--- config.mk ---
export PLATFORM = sky130hd
export DESIGN_NAME = score_display_flat
export DESIGN_NICKNAME = d
export VERILOG_FILES = /design/src/rtl/score_display_pkg.sv /design/src/rtl/score_display_if.sv /design/src/rtl/score_display_seg7_decode.sv /design/src/rtl/score_display.sv /design/src/flat_wrapper.sv
export SDC_FILE = /design/constraint.sdc
export NUM_CORES = 1
export LEC_CHECK = 0
export CELL_PAD_IN_SITES_DETAIL_PLACEMENT = 0
export CELL_PAD_IN_SITES_GLOBAL_PLACEMENT = 1
export CORE_AREA = 4 4 137 139
export CTS_CLUSTER_DIAMETER = 30
export DETAILED_ROUTE_END_ITERATION = 12
export DIE_AREA = 0 0 141 143
export GPL_TIMING_DRIVEN = 1
export PLACE_DENSITY = 0.72
export REMOVE_ABC_BUFFERS = 1
export SKIP_CTS_REPAIR_TIMING = 1
export SLEW_MARGIN = 20
export SYNTH_ARGS = -nofsm -noshare
export SYNTH_HDL_FRONTEND = slang
export SYNTH_SLANG_ARGS = --single-unit
--- constraint.sdc ---
create_clock -name clk -period 2.9 [get_ports clk]
set_input_delay 0.725 -clock clk [delete_from_list [all_inputs] [get_ports clk]]
set_output_delay 0.725 -clock clk [all_outputs]
set_load 0.005 [all_outputs]
--- src/rtl/score_display_pkg.sv ---
// score_display_pkg
// Shared types and constants for the score display block:
//   state_t        conversion FSM states
//   SEG_BLANK/ZERO active-low segment patterns {g,f,e,d,c,b,a}
//   DIGIT_COUNT    decimal digits needed for a 16-bit score
//   dabble_adjust  the "+3 on nibbles >= 5" step of double-dabble
`timescale 1ns/1ps
package score_display_pkg;

    typedef enum logic [1:0] {
        IDLE    = 2'd0,
        CONVERT = 2'd1,
        LOAD    = 2'd2
    } state_t;

    localparam int SCORE_W     = 16;
    localparam int DIGIT_COUNT = 5;
    localparam int BCD_W       = 4 * DIGIT_COUNT;
    localparam int AN_W        = 8;

    localparam logic [6:0] SEG_BLANK = 7'b1111111;
    localparam logic [6:0] SEG_ZERO  = 7'b1000000;

    // Pre-shift correction: any nibble that would exceed 9 after doubling
    // gets +3 so the carry lands in the next decimal digit.
    function automatic logic [BCD_W-1:0] dabble_adjust(input logic [BCD_W-1:0] bcd);
        logic [BCD_W-1:0] result;
        result = bcd;
        for (int i = 0; i < DIGIT_COUNT; i++) begin
            if (bcd[i*4 +: 4] >= 4'd5) begin
                result[i*4 +: 4] = bcd[i*4 +: 4] + 4'd3;
            end
        end
        return result;
    endfunction

endpackage

--- src/rtl/score_display_if.sv ---
// score_display_if
// Bundles the score input and the display-side outputs.
//   score : 16-bit unsigned score (processor -> display block)
//   an    : 8 digit anodes, active-low
//   seg   : 7 segments {g,f,e,d,c,b,a}, active-low
//   dp    : decimal point, active-low (always off)
//   busy  : conversion in progress
// master = score producer / observer, slave = the display block.
`timescale 1ns/1ps
interface score_display_if;
    logic [15:0] score;
    logic [7:0]  an;
    logic [6:0]  seg;
    logic        dp;
    logic        busy;

    modport master (
        output score,
        input  an,
        input  seg,
        input  dp,
        input  busy
    );

    modport slave (
        input  score,
        output an,
        output seg,
        output dp,
        output busy
    );
endinterface

--- src/rtl/score_display_seg7_decode.sv ---
// seg7_decode
// Combinational BCD digit to seven-segment decoder.
//   bcd : 4-bit digit value
//   seg : segments {g,f,e,d,c,b,a}, active-low; codes 10..15 are blank
`timescale 1ns/1ps
module seg7_decode
    import score_display_pkg::*;
(
    input  logic [3:0] bcd,
    output logic [6:0] seg
);

    always_comb begin
        seg = SEG_BLANK;
        case (bcd)
            4'd0:    seg = SEG_ZERO;
            4'd1:    seg = 7'b1111001;
            4'd2:    seg = 7'b0100100;
            4'd3:    seg = 7'b0110000;
            4'd4:    seg = 7'b0011001;
            4'd5:    seg = 7'b0010010;
            4'd6:    seg = 7'b0000010;
            4'd7:    seg = 7'b1111000;
            4'd8:    seg = 7'b0000000;
            4'd9:    seg = 7'b0010000;
            default: seg = SEG_BLANK;
        endcase
    end

endmodule

--- src/rtl/score_display.sv ---
// score_display
// Samples the 16-bit score periodically, converts it to five BCD digits
// with a one-bit-per-cycle double-dabble engine, and scans the digits onto
// a multiplexed 8-digit seven-segment display with leading-zero blanking.
// Ports:
//   clk   : board clock, all state on rising edge
//   reset : asynchronous, active-low
//   disp  : score_display_if.slave (score in; an, seg, dp, busy out)
`timescale 1ns/1ps
module score_display
    import score_display_pkg::*;
#(
    parameter int SCAN_DIV   = 100000,
    parameter int SAMPLE_DIV = 1666667,
    parameter int NUM_DIGITS = DIGIT_COUNT
)
(
    input  logic           clk,
    input  logic           reset,
    score_display_if.slave disp
);

    localparam int SAMPLE_W = (SAMPLE_DIV > 1) ? $clog2(SAMPLE_DIV) : 1;
    localparam int SCAN_W   = (SCAN_DIV > 1) ? $clog2(SCAN_DIV) : 1;
    localparam logic [SAMPLE_W-1:0] SAMPLE_LAST = SAMPLE_W'(SAMPLE_DIV - 1);
    localparam logic [SCAN_W-1:0]   SCAN_LAST   = SCAN_W'(SCAN_DIV - 1);
    localparam logic [2:0]          IDX_LAST    = 3'(DIGIT_COUNT - 1);

    // ---------------- sample timing ----------------
    logic [SAMPLE_W-1:0] sample_cnt_reg;
    logic                sample_tick;
    logic                tick_reg;

    assign sample_tick = (sample_cnt_reg == SAMPLE_LAST);

    // tick_reg delays the tick by one edge so the capture happens on the
    // edge after the tick edge.
    always_ff @(posedge clk or negedge reset) begin
        if (!reset) begin
            sample_cnt_reg <= '0;
            tick_reg       <= 1'b0;
        end else begin
            sample_cnt_reg <= sample_tick ? '0 : sample_cnt_reg + 1'b1;
            tick_reg       <= sample_tick;
        end
    end

    // ---------------- conversion FSM ----------------
    state_t                            state_reg, state_next;
    logic [SCORE_W-1:0]                shift_reg, shift_next;
    logic [BCD_W-1:0]                  bcd_reg, bcd_next;
    logic [3:0]                        bit_cnt_reg, bit_cnt_next;
    logic [DIGIT_COUNT-1:0][3:0]       disp_reg, disp_next;
    logic                              busy_reg;

    always_ff @(posedge clk or negedge reset) begin
        if (!reset) begin
            state_reg   <= IDLE;
            shift_reg   <= '0;
            bcd_reg     <= '0;
            bit_cnt_reg <= '0;
            disp_reg    <= '0;
            busy_reg    <= 1'b0;
        end else begin
            state_reg   <= state_next;
            shift_reg   <= shift_next;
            bcd_reg     <= bcd_next;
            bit_cnt_reg <= bit_cnt_next;
            disp_reg    <= disp_next;
            // Held through the cycle in which the freshly loaded digits are
            // first visible, so busy covers capture edge through load edge.
            busy_reg    <= (state_next != IDLE) || (state_reg != IDLE);
        end
    end

    always_comb begin
        state_next   = state_reg;
        shift_next   = shift_reg;
        bcd_next     = bcd_reg;
        bit_cnt_next = bit_cnt_reg;
        disp_next    = disp_reg;
        case (state_reg)
            IDLE: begin
                // Ticks arriving outside IDLE are simply ignored.
                if (tick_reg) begin
                    shift_next   = disp.score;
                    bcd_next     = '0;
                    bit_cnt_next = '0;
                    state_next   = CONVERT;
                end
            end
            CONVERT: begin
                {bcd_next, shift_next} = {dabble_adjust(bcd_reg), shift_reg} << 1;
                bit_cnt_next = bit_cnt_reg + 4'd1;
                if (bit_cnt_reg == 4'd15) begin
                    state_next = LOAD;
                end
            end
            LOAD: begin
                disp_next  = bcd_reg;
                state_next = IDLE;
            end
            default: begin
                state_next = IDLE;
            end
        endcase
    end

    // ---------------- digit decode and blanking ----------------
    // Decode from disp_next so a load on a scan edge shows the new value
    // on that same edge.
    logic [6:0]             dig_seg [DIGIT_COUNT];
    logic [DIGIT_COUNT-1:0] digit_blank;

    assign digit_blank[0] = 1'b0;

    generate
        for (genvar gi = 0; gi < DIGIT_COUNT; gi++) begin : g_dec
            seg7_decode u_dec (
                .bcd (disp_next[gi]),
                .seg (dig_seg[gi])
            );
        end
        for (genvar gi = 1; gi < DIGIT_COUNT; gi++) begin : g_blank
            // Blank when this digit and every more-significant one is zero.
            assign digit_blank[gi] = ~|disp_next[DIGIT_COUNT-1:gi];
        end
    endgenerate

    // ---------------- scan ----------------
    logic [SCAN_W-1:0] scan_cnt_reg;
    logic              scan_wrap;
    logic [2:0]        digit_idx_reg, digit_idx_next;
    logic [AN_W-1:0]   an_reg, an_next;
    logic [6:0]        seg_reg, seg_next;

    assign scan_wrap = (scan_cnt_reg == SCAN_LAST);

    always_comb begin
        digit_idx_next = digit_idx_reg;
        if (scan_wrap) begin
            digit_idx_next = (digit_idx_reg == IDX_LAST) ? 3'd0 : digit_idx_reg + 3'd1;
        end
    end

    generate
        for (genvar gi = 0; gi < AN_W; gi++) begin : g_an
            if (gi < NUM_DIGITS) begin : g_active
                assign an_next[gi] = (digit_idx_next != 3'(gi));
            end else begin : g_off
                assign an_next[gi] = 1'b1;
            end
        end
    endgenerate

    assign seg_next = digit_blank[digit_idx_next] ? SEG_BLANK : dig_seg[digit_idx_next];

    always_ff @(posedge clk or negedge reset) begin
        if (!reset) begin
            scan_cnt_reg  <= '0;
            digit_idx_reg <= '0;
            an_reg        <= 8'b1111_1110;
            seg_reg       <= SEG_ZERO;
        end else begin
            scan_cnt_reg  <= scan_wrap ? '0 : scan_cnt_reg + 1'b1;
            digit_idx_reg <= digit_idx_next;
            if (scan_wrap) begin
                an_reg  <= an_next;
                seg_reg <= seg_next;
            end
        end
    end

    assign disp.an   = an_reg;
    assign disp.seg  = seg_reg;
    assign disp.dp   = 1'b1;
    assign disp.busy = busy_reg;

endmodule

--- src/flat_wrapper.sv ---
// flat-port wrapper written by rule: the top's interface ports become plain ports
module score_display_flat import score_display_pkg::*;
#(
    parameter int SCAN_DIV   = 100000,
    parameter int SAMPLE_DIV = 1666667,
    parameter int NUM_DIGITS = DIGIT_COUNT
)
  (clk, reset, disp_score, disp_an, disp_seg, disp_dp, disp_busy);
  score_display_if disp_i ();
  input  logic clk;
  input  logic reset;
  input wire logic [$bits(disp_i.score)-1:0] disp_score;
  output wire logic [$bits(disp_i.an)-1:0] disp_an;
  output wire logic [$bits(disp_i.seg)-1:0] disp_seg;
  output wire logic [$bits(disp_i.dp)-1:0] disp_dp;
  output wire logic [$bits(disp_i.busy)-1:0] disp_busy;
  assign disp_i.score = disp_score;
  assign disp_an = disp_i.an;
  assign disp_seg = disp_i.seg;
  assign disp_dp = disp_i.dp;
  assign disp_busy = disp_i.busy;
  score_display #(.SCAN_DIV(SCAN_DIV), .SAMPLE_DIV(SAMPLE_DIV), .NUM_DIGITS(NUM_DIGITS)) u_core (.clk(clk), .reset(reset), .disp(disp_i));
endmodule
After elaboration in Yosys (flattened, before gate mapping)
Memory sizes are Yosys's and may differ from the RTL's.
Cells that the tools add are included.
- bits in registers: 117
- latch bits: 0
- bits in writable memories: 0
- bits in read-only memories: 560
- bits of input ports: 18
- output and inout bits: 17
- word-level logic and storage cells: 89
- memories: 5
- memories (name ; words ; width ; rd ports ; clocked after Yosys merged registers in ; wr ports ; RTL line ; text):
    (no name shown) ; 16 ; 7 ; 1 ; 0 ; 0 ; score_display_seg7_decode.sv:15 ; case (bcd)
    (no name shown) ; 16 ; 7 ; 1 ; 0 ; 0 ; score_display_seg7_decode.sv:15 ;
    (no name shown) ; 16 ; 7 ; 1 ; 0 ; 0 ; score_display_seg7_decode.sv:15 ;
    (no name shown) ; 16 ; 7 ; 1 ; 0 ; 0 ; score_display_seg7_decode.sv:15 ;
    (no name shown) ; 16 ; 7 ; 1 ; 0 ; 0 ; score_display_seg7_decode.sv:15 ;
- add/sub/neg operators: 9
- $mul: 0
- divide/modulo/power cells: 0
- $lt $le $gt $ge: 7
- equal/unequal tests: 11
- shifts and indexed selects: 0
- mux-type cells: 25
- bitwise operators: 1
- reductions and logical operators: 15
- operators by type and width (kind ; count):
    20-bit 2-to-1 mux ; 2
    20-bit case mux with 2 select lines ; 1
    16-bit case mux with 2 select lines ; 1
    21-bit by 1-bit adder with 21-bit output (second input constant) ; 1
    7-bit binary-select mux with 3-bit select ; 1
    21-bit equality test (second input constant) ; 1
    21-bit 2-to-1 mux ; 1
    7-bit 2-to-1 mux ; 3
    4-bit by 3-bit >= comparator with 1-bit output (second input constant) ; 5
    4-bit 2-to-1 mux ; 5
    17-bit by 1-bit adder with 17-bit output (second input constant) ; 1
    17-bit equality test (second input constant) ; 1
    17-bit 2-to-1 mux ; 1
    4-bit by 2-bit adder with 4-bit output (second input constant) ; 4
    16-bit 2-to-1 mux ; 1
    16-bit OR reduction ; 1
    12-bit OR reduction ; 1
    3-bit 2-to-1 mux ; 3
    4-bit case mux with 2 select lines ; 1
    8-bit OR reduction ; 1
    3-bit by 2-bit inequality test with 1-bit output (second input constant) ; 2
    2-bit nonzero test ; 3
    4-bit by 1-bit adder with 4-bit output (second input constant) ; 1
    4-bit equality test (second input constant) ; 1
    21 further kinds ; 25

Longest topological paths before layout
Gate-level depths: netlist of run 1.
- depth in word-level cells: 8
- mapped depth: 14
- depth with buffers taken out: 11

Cells and area by module
From an unflattened synthesis of run 1, not the netlist that was laid out.
- cell total of the unflattened synthesis: 745
- area, all modules: 6814.0 µm²
- modules (own cells, without submodules) (module ; times used ; cells each ; area each (µm²)):
    score_display ; 1 ; 582 ; 5773.0
    seg7_decode at u_core.g_dec[1].u_dec ... ; 4 ; 33 ; 210.2
    seg7_decode at u_core.g_dec[0].u_dec ; 1 ; 31 ; 200.2

Worst setup path before layout of run 1
Ideal clock, no wire load.
- kind: flip-flop to flip-flop
- from: register u_core.state_reg[1]
- to: register u_core.seg_reg[3], in the netlist u_core.disp.seg[3]
- arrival: 2745 ps
- path slack: 90 ps
- cell stages (with the launch flop): 15
- clock period less this slack: 2810 ps
- path through: dfrtp_1 clkbuf_1 nor2b_1 buf_6 buf_2 clkbuf_1 a21boi_0 inv_1 ha_1 inv_1 o211a_1 a311oi_1 nor3_1 o32ai_1 o22a_1
- RTL lines (what ; RTL line ; text):
    from (decl) ; score_display.sv:49 ; state_t state_reg, state_next;
    from (signal assigned) ; score_display.sv:65 ; state_reg <= state_next;
    to (signal assigned) ; score_display.sv:169 ; seg_reg <= seg_next;
    to (decl) ; score_display.sv:135 ; logic [6:0] seg_reg, seg_next;

Worst setup path in the final report of run 1
- from: register u_core.scan_cnt_reg[0]
- to: register u_core.seg_reg[4], in the netlist u_core.disp.seg[4]
- word-level cells in the longest chain between the ends: 7
- elaborated cells between the ends (all ways): 9
- ends and longest elaborated chain (what ; RTL line ; text):
    from (decl) ; score_display.sv:131 ; logic [SCAN_W-1:0] scan_cnt_reg;
    from (signal assigned) ; score_display.sv:165 ; scan_cnt_reg <= scan_wrap ? '0 : scan_cnt_reg + 1'b1;
    17-bit equality test * ; score_display.sv:137 ; assign scan_wrap = (scan_cnt_reg == SCAN_LAST);
    3-bit 2-to-1 mux * ; score_display.sv:141 ; if (scan_wrap) begin
    named net u_core.digit_idx_next[2] ; score_display.sv:133 ; logic [2:0] digit_idx_reg, digit_idx_next;
    3-bit NOT with 4-bit output (not written as such) ; score_display.sv:156 ; assign seg_next = digit_blank[digit_idx_next] ? SEG_BLANK : dig_seg[digit_idx_next];
    7-bit binary-select mux with 3-bit select ; score_display.sv:156 ;
    7-bit 2-to-1 mux (not written as such) (2 in a row) ; score_display.sv:156 ;
    7-bit 2-to-1 mux * ; score_display.sv:156 ;
The timed path passes the listed nets; every way through them passes the cells marked *. The select of a mux whose other input is x is not followed.
A chain may end at the register's enable or synchronous reset.

==> impl_metrics.csv, run 1 <==
group,metric,value,unit
routing,drc,0,
finish,num_antenna_cells,0,
setup_path,slowest_stage,"or3_1",
cts,cts_buffers,17,
place,portBuffers,30,
timing,final.min_clock_period,2.78,ns
worst_hold_path,hp-class,"input pin to async pin",
setup_path,crit_path_max_incr_delay,0.43,ns
timing,fmax,359,MHz
grt,first_global_vias,5490,
finish,postLayoutCoreUtil,45.6,%
timing,worst_clock_skew,0.00771,ns
setup_path,required,3.24,ns
finish,final_nets,837,
finish,largest_reg_flops,21,
setup_path,critPathKind,"register to register",
die,dieArea,20200,um2
yosys,synthCells,729,
finish,final_common_cell,"dfrtp_1",
finish,final_cell_count_no_fill,1023,
finish,final_layout_size_suffix_gt1_share,11.2,%
timing,rsz0062_at_grt,"false",
power_and_ir_drop,power_density,468,nW/um2
yosys,synth-edff-count,0,
power_and_ir_drop,ir_drop,0.405,mV
grt,grt_usage,16.6,%
yosys,ys_async_sr_fraction,100,%
setup_path,crit_fanout,11,
setup_path,cp.buffers_inverters,2,
timing,hold_viol,0,
timing,worst_slew_margin_rel,49.0,%
cts,h-tree-depth,4,
place,dp.final_hpwl,11400,um
die,floorplan.initialDensity,38.1,%
power_and_ir_drop,p_leak,3.58,nW
die,die_h,143,um
grt,grt-ovfl-total,0,
yosys,synth-seq-cells,117,
routing,first_pass_iters,5,
routing,via_per_inst,5.36,
setup_path,crit_path_end_kind,"register",
grt,grt_antenna_before_repair,0,
die,core_region_area,17700,um2
cts,cts_tree,"yes",
yosys,syn_area_per_cell,9.24,um2
grt,grt_first_pass_wirelength,27100,um
job,maxCapViolCount,0,
finish,final_cell_mix,"112 x dfrtp_1, 82 x nand2_1, 63 x nor2_1",
yosys,synthFlopType,"dfrtp_1",
finish,multi_input_area,3490,um2
yosys,syn_area,6730,um2
die,fp.dieW,141,um
place,gp_congestion,0.907,
place,placed_cells,991,
yosys,ys_warn_count,0,
finish,synthToLayoutAreaGrowth,19.6,%
routing,wl_per_cell,15.4,um
routing,vias,5484,
routing,first_iter_violations,198,
timing,setup-tns-final,0,ns
cts,clk_pin_slew_worst_paths,0.06,ns
timing,tightestPinTransition,0.764,ns
setup_path,crit_chain,"ha_1, and4_1, and4b_2, buf_6, nand2_1, and2_0, clkinv_1, or3_1, a31oi_1",
die,io-pin-count,35,
run_status,status,"completed",
cts,clk_latency,0.42,ns
cts,clock-root-buffer,"clkbuf_16",
timing,setup_violations,0,
cts,cts.sinks,117,
timing,finalMaxSlewViolations,0,
routing,wirelength,15800,um
setup_path,path_delay_family,"simple AND/OR/NAND/NOR gates",
cts,clockBufferDepth,2,
timing,final.period_utilization,95.9,%
finish,regArea,2930,um2
setup_path,start_kind,"register",
routing,ant_nets,0,
setup_path,worstPathArrival,3.12,ns
die,rows,49,
yosys,synth-seq-area-share,43.6,%
yosys,synth_cell_types,69,
finish,num-fill-cells,1691,
grt,grt_max_degree,56,
[metrics by stage]
stage | hold WS, ns | total power, mW | cell area [um2] | setup slack [ns]
detailed placement | 0.467 | 1.73 | 7450 | -0.0544
CTS | 0.400 | 3.83 | 8030 | -0.0908
finish | 0.370 | 3.77 | 8050 | 0.118
floorplan | 0.429 | 1.66 | 6560 | -1.02
global placement | 0.458 | 1.73 | 7450 | 0.0674
global route | 0.436 | 3.89 | 8050 | 0.0150
[final timing paths]
kind                                   startpoint              endpoint  slack, ns  depth (start not counted)
setup / recovery           u_core.scan_cnt_reg[0]    u_core.disp.seg[4]       0.12                          9
hold / removal                              reset   u_core.disp_reg[18]       0.37                          1
setup reg to reg           u_core.scan_cnt_reg[0]    u_core.disp.seg[4]       0.12                          9
hold reg to reg              u_core.shift_reg[12]  u_core.shift_reg[12]       0.48                          2
max in group asynchronous                   reset   u_core.shift_reg[5]       1.81                          2
min in group clk             u_core.shift_reg[12]  u_core.shift_reg[12]       0.48                          2
[routing by layer]
| layer | share of wire, % | global-route usage, % |
|---|---|---|
| met5 | 0 | 0 |
| met4 | 2.2 | 6.63 |
| met3 | 4.6 | 4.05 |
| met2 | 46 | 26.1 |
| met1 | 47 | 22.2 |
[where the power goes]
part	switching (mW)	internal (mW)
clock network	0.849	1.22
registers	0	1.63
logic	0.0373	0.0240
[cell usage after synthesis (3+ instances only)]
cell type / instances / share of area [%]
a211oi_1: 6 / 0.67
a21boi_0: 3 / 0.33
a21oi_1: 33 / 2.5
a22oi_1: 15 / 1.7
a311oi_1: 6 / 0.78
a31oi_1: 7 / 0.65
a32o_1: 5 / 0.74
and2_1: 4 / 0.37
and3_1: 8 / 0.74
and4_1: 4 / 0.52
and4b_1: 3 / 0.45
buf_4: 5 / 0.56
buf_6: 4 / 0.67
clkbuf_1: 24 / 1.3
clkinv_1: 3 / 0.17
dfrtp_1: 112 / 42
dfstp_2: 5 / 2.0
ha_1: 38 / 7.1
inv_1: 39 / 2.2
mux2i_1: 11 / 1.6
nand2_1: 82 / 4.6
nand2b_1: 10 / 0.93
nand3_1: 44 / 3.3
nand3b_1: 3 / 0.33
nand4_1: 7 / 0.65
nor2_1: 63 / 3.5
nor2b_1: 5 / 0.46
nor3_1: 18 / 1.3
o211ai_1: 11 / 1.2
o21ai_0: 39 / 2.9
o22a_1: 4 / 0.52
o31ai_1: 8 / 0.89
o32ai_1: 6 / 0.78
or3_1: 6 / 0.56
xnor2_1: 24 / 3.1
xor2_1: 21 / 2.7
[cell families (layout without fill, tap and decap cells)]
group / after synthesis / after routing / synth area share, %
AND/OR/NAND/NOR: 275 / 275 / 20.0
AO/OA/AOI/OAI: 160 / 160 / 15.9
flip-flops: 117 / 117 / 43.6
buffers and inverters: 79 / 141 / 5.17
XOR/XNOR: 45 / 45 / 5.85
adder cells (fa/ha/maj): 38 / 38 / 7.06
multiplexers: 14 / 14 / 2.34
other: 1 / 4 / 0.0557
[worst reg2reg max path, cell delays in order, from the launching register on]
cell,delay [ns]
dfrtp_1,0.42
ha_1,0.26
and4_1,0.22
and4b_2,0.27
buf_6,0.16
nand2_1,0.07
and2_0,0.35
clkinv_1,0.33
or3_1,0.43
a31oi_1,0.18
[area by class of cell]
type                       count  share of cell area [%]
multi-input combinational    536                    43.3
inverter                      42                    1.96
clock buffer                  18                    5.45
sequential                   117                    36.4
tap                          229                    3.56
timing repair buffer          67                    7.50
clock inverter                14                    1.74
(Power assumes the default switching activity.)
==> inputs of run 2 (changes only) <==
Settings changed: HOLD_SLACK_MARGIN from default to 0.15, REMOVE_ABC_BUFFERS 1 to default.
==> impl_metrics.csv, run 2 (synthesized netlist as in run 1, its figures left out) <==
group,metric,value,unit
setup_path,required,3.20,ns
setup_path,crit_fanout,5,
run_status,status,"completed",
timing,final.period_utilization,95.6,%
routing,via_per_inst,5.32,
power_and_ir_drop,p_sw,0.806,mW
power_and_ir_drop,p_seq_share,43.0,%
grt,grt-ovfl-total,0,
cts,cts_tree,"yes",
power_and_ir_drop,p_leak,3.63,nW
place,dp.final_hpwl,11600,um
setup_path,crit_chain,"or4b_1, and4b_2, buf_4, mux2i_4, a21oi_1, o211ai_1, nand3_2, o32a_1",
grt,grt_antenna_before_repair,0,
routing,vias,5472,
finish,final_cell_mix,"112 x dfrtp_1, 82 x nand2_1, 63 x nor2_1",
setup_path,slowest_stage,"or4b_1",
timing,setup-tns-final,0,ns
timing,hold_ws,0.323,ns
place,gp_congestion,0.868,
power_and_ir_drop,total_power,3.80,mW
finish,largest_reg_flops,21,
power_and_ir_drop,p_clk_share,55.3,%
routing,drc,0,
grt,grt_max_degree,45,
power_and_ir_drop,switching_share,21.2,%
setup_path,critPathKind,"register to register",
routing,ant_nets,0,
job,maxCapViolCount,0,
grt,grt_usage,16.7,%
cts,h-tree-depth,4,
grt,first_global_vias,5483,
power_and_ir_drop,power_density,467,nW/um2
power_and_ir_drop,ir_drop,0.396,mV
finish,num_antenna_cells,0,
finish,postLayoutCoreUtil,46.1,%
setup_path,crit_path_max_incr_delay,0.54,ns
timing,worst_slew_margin_rel,58.3,%
timing,rsz0062_at_grt,"false",
die,floorplan.initialDensity,38.1,%
die,fp.dieW,141,um
routing,wirelength,15900,um
timing,finalMaxSlewViolations,0,
routing,first_iter_violations,314,
power_and_ir_drop,power.internal,2.99,mW
setup_path,crit_path_end_kind,"register",
cts,clock-root-buffer,"clkbuf_16",
routing,wl_per_cell,15.5,um
cts,cts.sinks,117,
die,io-pin-count,35,
grt,grt_first_pass_wirelength,27200,um
power_and_ir_drop,combPwrFrac,1.7,%
finish,synthToLayoutAreaGrowth,20.8,%
timing,hold_viol,0,
finish,final_nets,843,
timing,setup_violations,0,
routing,first_pass_iters,5,
timing,fmax,361,MHz
cts,clk_latency,0.42,ns
cts,clockBufferDepth,2,
finish,final_common_cell,"dfrtp_1",
cts,cts_buffers,17,
place,portBuffers,30,
die,core_region_area,17700,um2
setup_path,worstPathArrival,3.07,ns
cts,clk_pin_slew_worst_paths,0.06,ns
die,rows,49,
worst_hold_path,hp-class,"input pin to async pin",
finish,final_layout_size_suffix_gt1_share,12.1,%
timing,final.min_clock_period,2.77,ns
timing,worst_clock_skew,0.00545,ns
setup_path,start_kind,"register",
die,dieArea,20200,um2
timing,tightestPinTransition,0.626,ns
die,die_h,143,um
==> run 2: changes by cell type in the layout (fill, tap and decap cells not counted), sizes merged <==
cell	change
buf	+6
bufinv	+1
clkbuf	+3
clkinvlp	-1
inv	-3
==> run 2: path summary, 6_finish.rpt <==
path,from,end,slack [ns],cells after the start
hold / removal,reset,u_core.scan_cnt_reg[7],0.32,1
hold reg to reg,u_core.shift_reg[14],u_core.shift_reg[14],0.48,2
max in group asynchronous,reset,u_core.disp.an[4],1.89,2
setup reg to reg,u_core.scan_cnt_reg[12],u_core.disp.seg[2],0.13,8
setup / recovery,u_core.scan_cnt_reg[12],u_core.disp.seg[2],0.13,8
min in group clk,u_core.shift_reg[14],u_core.shift_reg[14],0.48,2
==> run 2: through the flow <==
stage | std cells | setup WS (ns) | cell area [um2]
global placement | 993 | 0.174 | 7460
floorplan | 732 | 0.0899 | 6750
CTS | 1025 | 0.0868 | 8060
global route | 1029 | 0.0229 | 8130
finish | 1029 | 0.127 | 8130
detailed placement | 993 | 0.108 | 7460
==> run 2: critical path: cells and delay by family, from the launching register on <==
kind	cells	cell delay, ns
DFF	1	0.42
and+or+nand+nor	3	1.06
AOI/OAI and AO/OA	3	0.73
buffers and inverters	1	0.17
muxes	1	0.27
==> run 2: power by group through the flow <==
| stage | Clock [mW] | Sequential [mW] | Combinational (mW) |
|---|---|---|---|
| detailed placement | 0 | 1.66 | 0.0668 |
| global route | 2.23 | 1.63 | 0.0728 |
| global placement | 0 | 1.66 | 0.0658 |
| floorplan | 0 | 1.66 | 0.00505 |
| finish | 2.10 | 1.63 | 0.0632 |
| CTS | 2.15 | 1.63 | 0.0670 |
==> run 2: per-layer routing <==
layer	GRT usage (%)	wire length (um)
met1	22.4	7660
met2	26.2	7310
met3	4.09	632
met4	6.37	307
met5	0	0
==> run 2: final cells by class <==
| type | count | area, um2 |
|---|---|---|
| Sequential cell | 117 | 2930 |
| Timing Repair Buffer | 73 | 649 |
| Clock buffer | 21 | 470 |
| Clock inverter | 11 | 123 |
| Inverter | 42 | 158 |
| Tap cell | 229 | 287 |
| Multi-Input combinational cell | 536 | 3510 |
| Fill cell | 1700 | 9530 |
==> inputs of run 3 (changes only) <==
Settings changed: HOLD_SLACK_MARGIN 0.15 to 0.06.
==> results of run 3 <==
No change in the layout: final DEF, timing and power equal those of run 2.
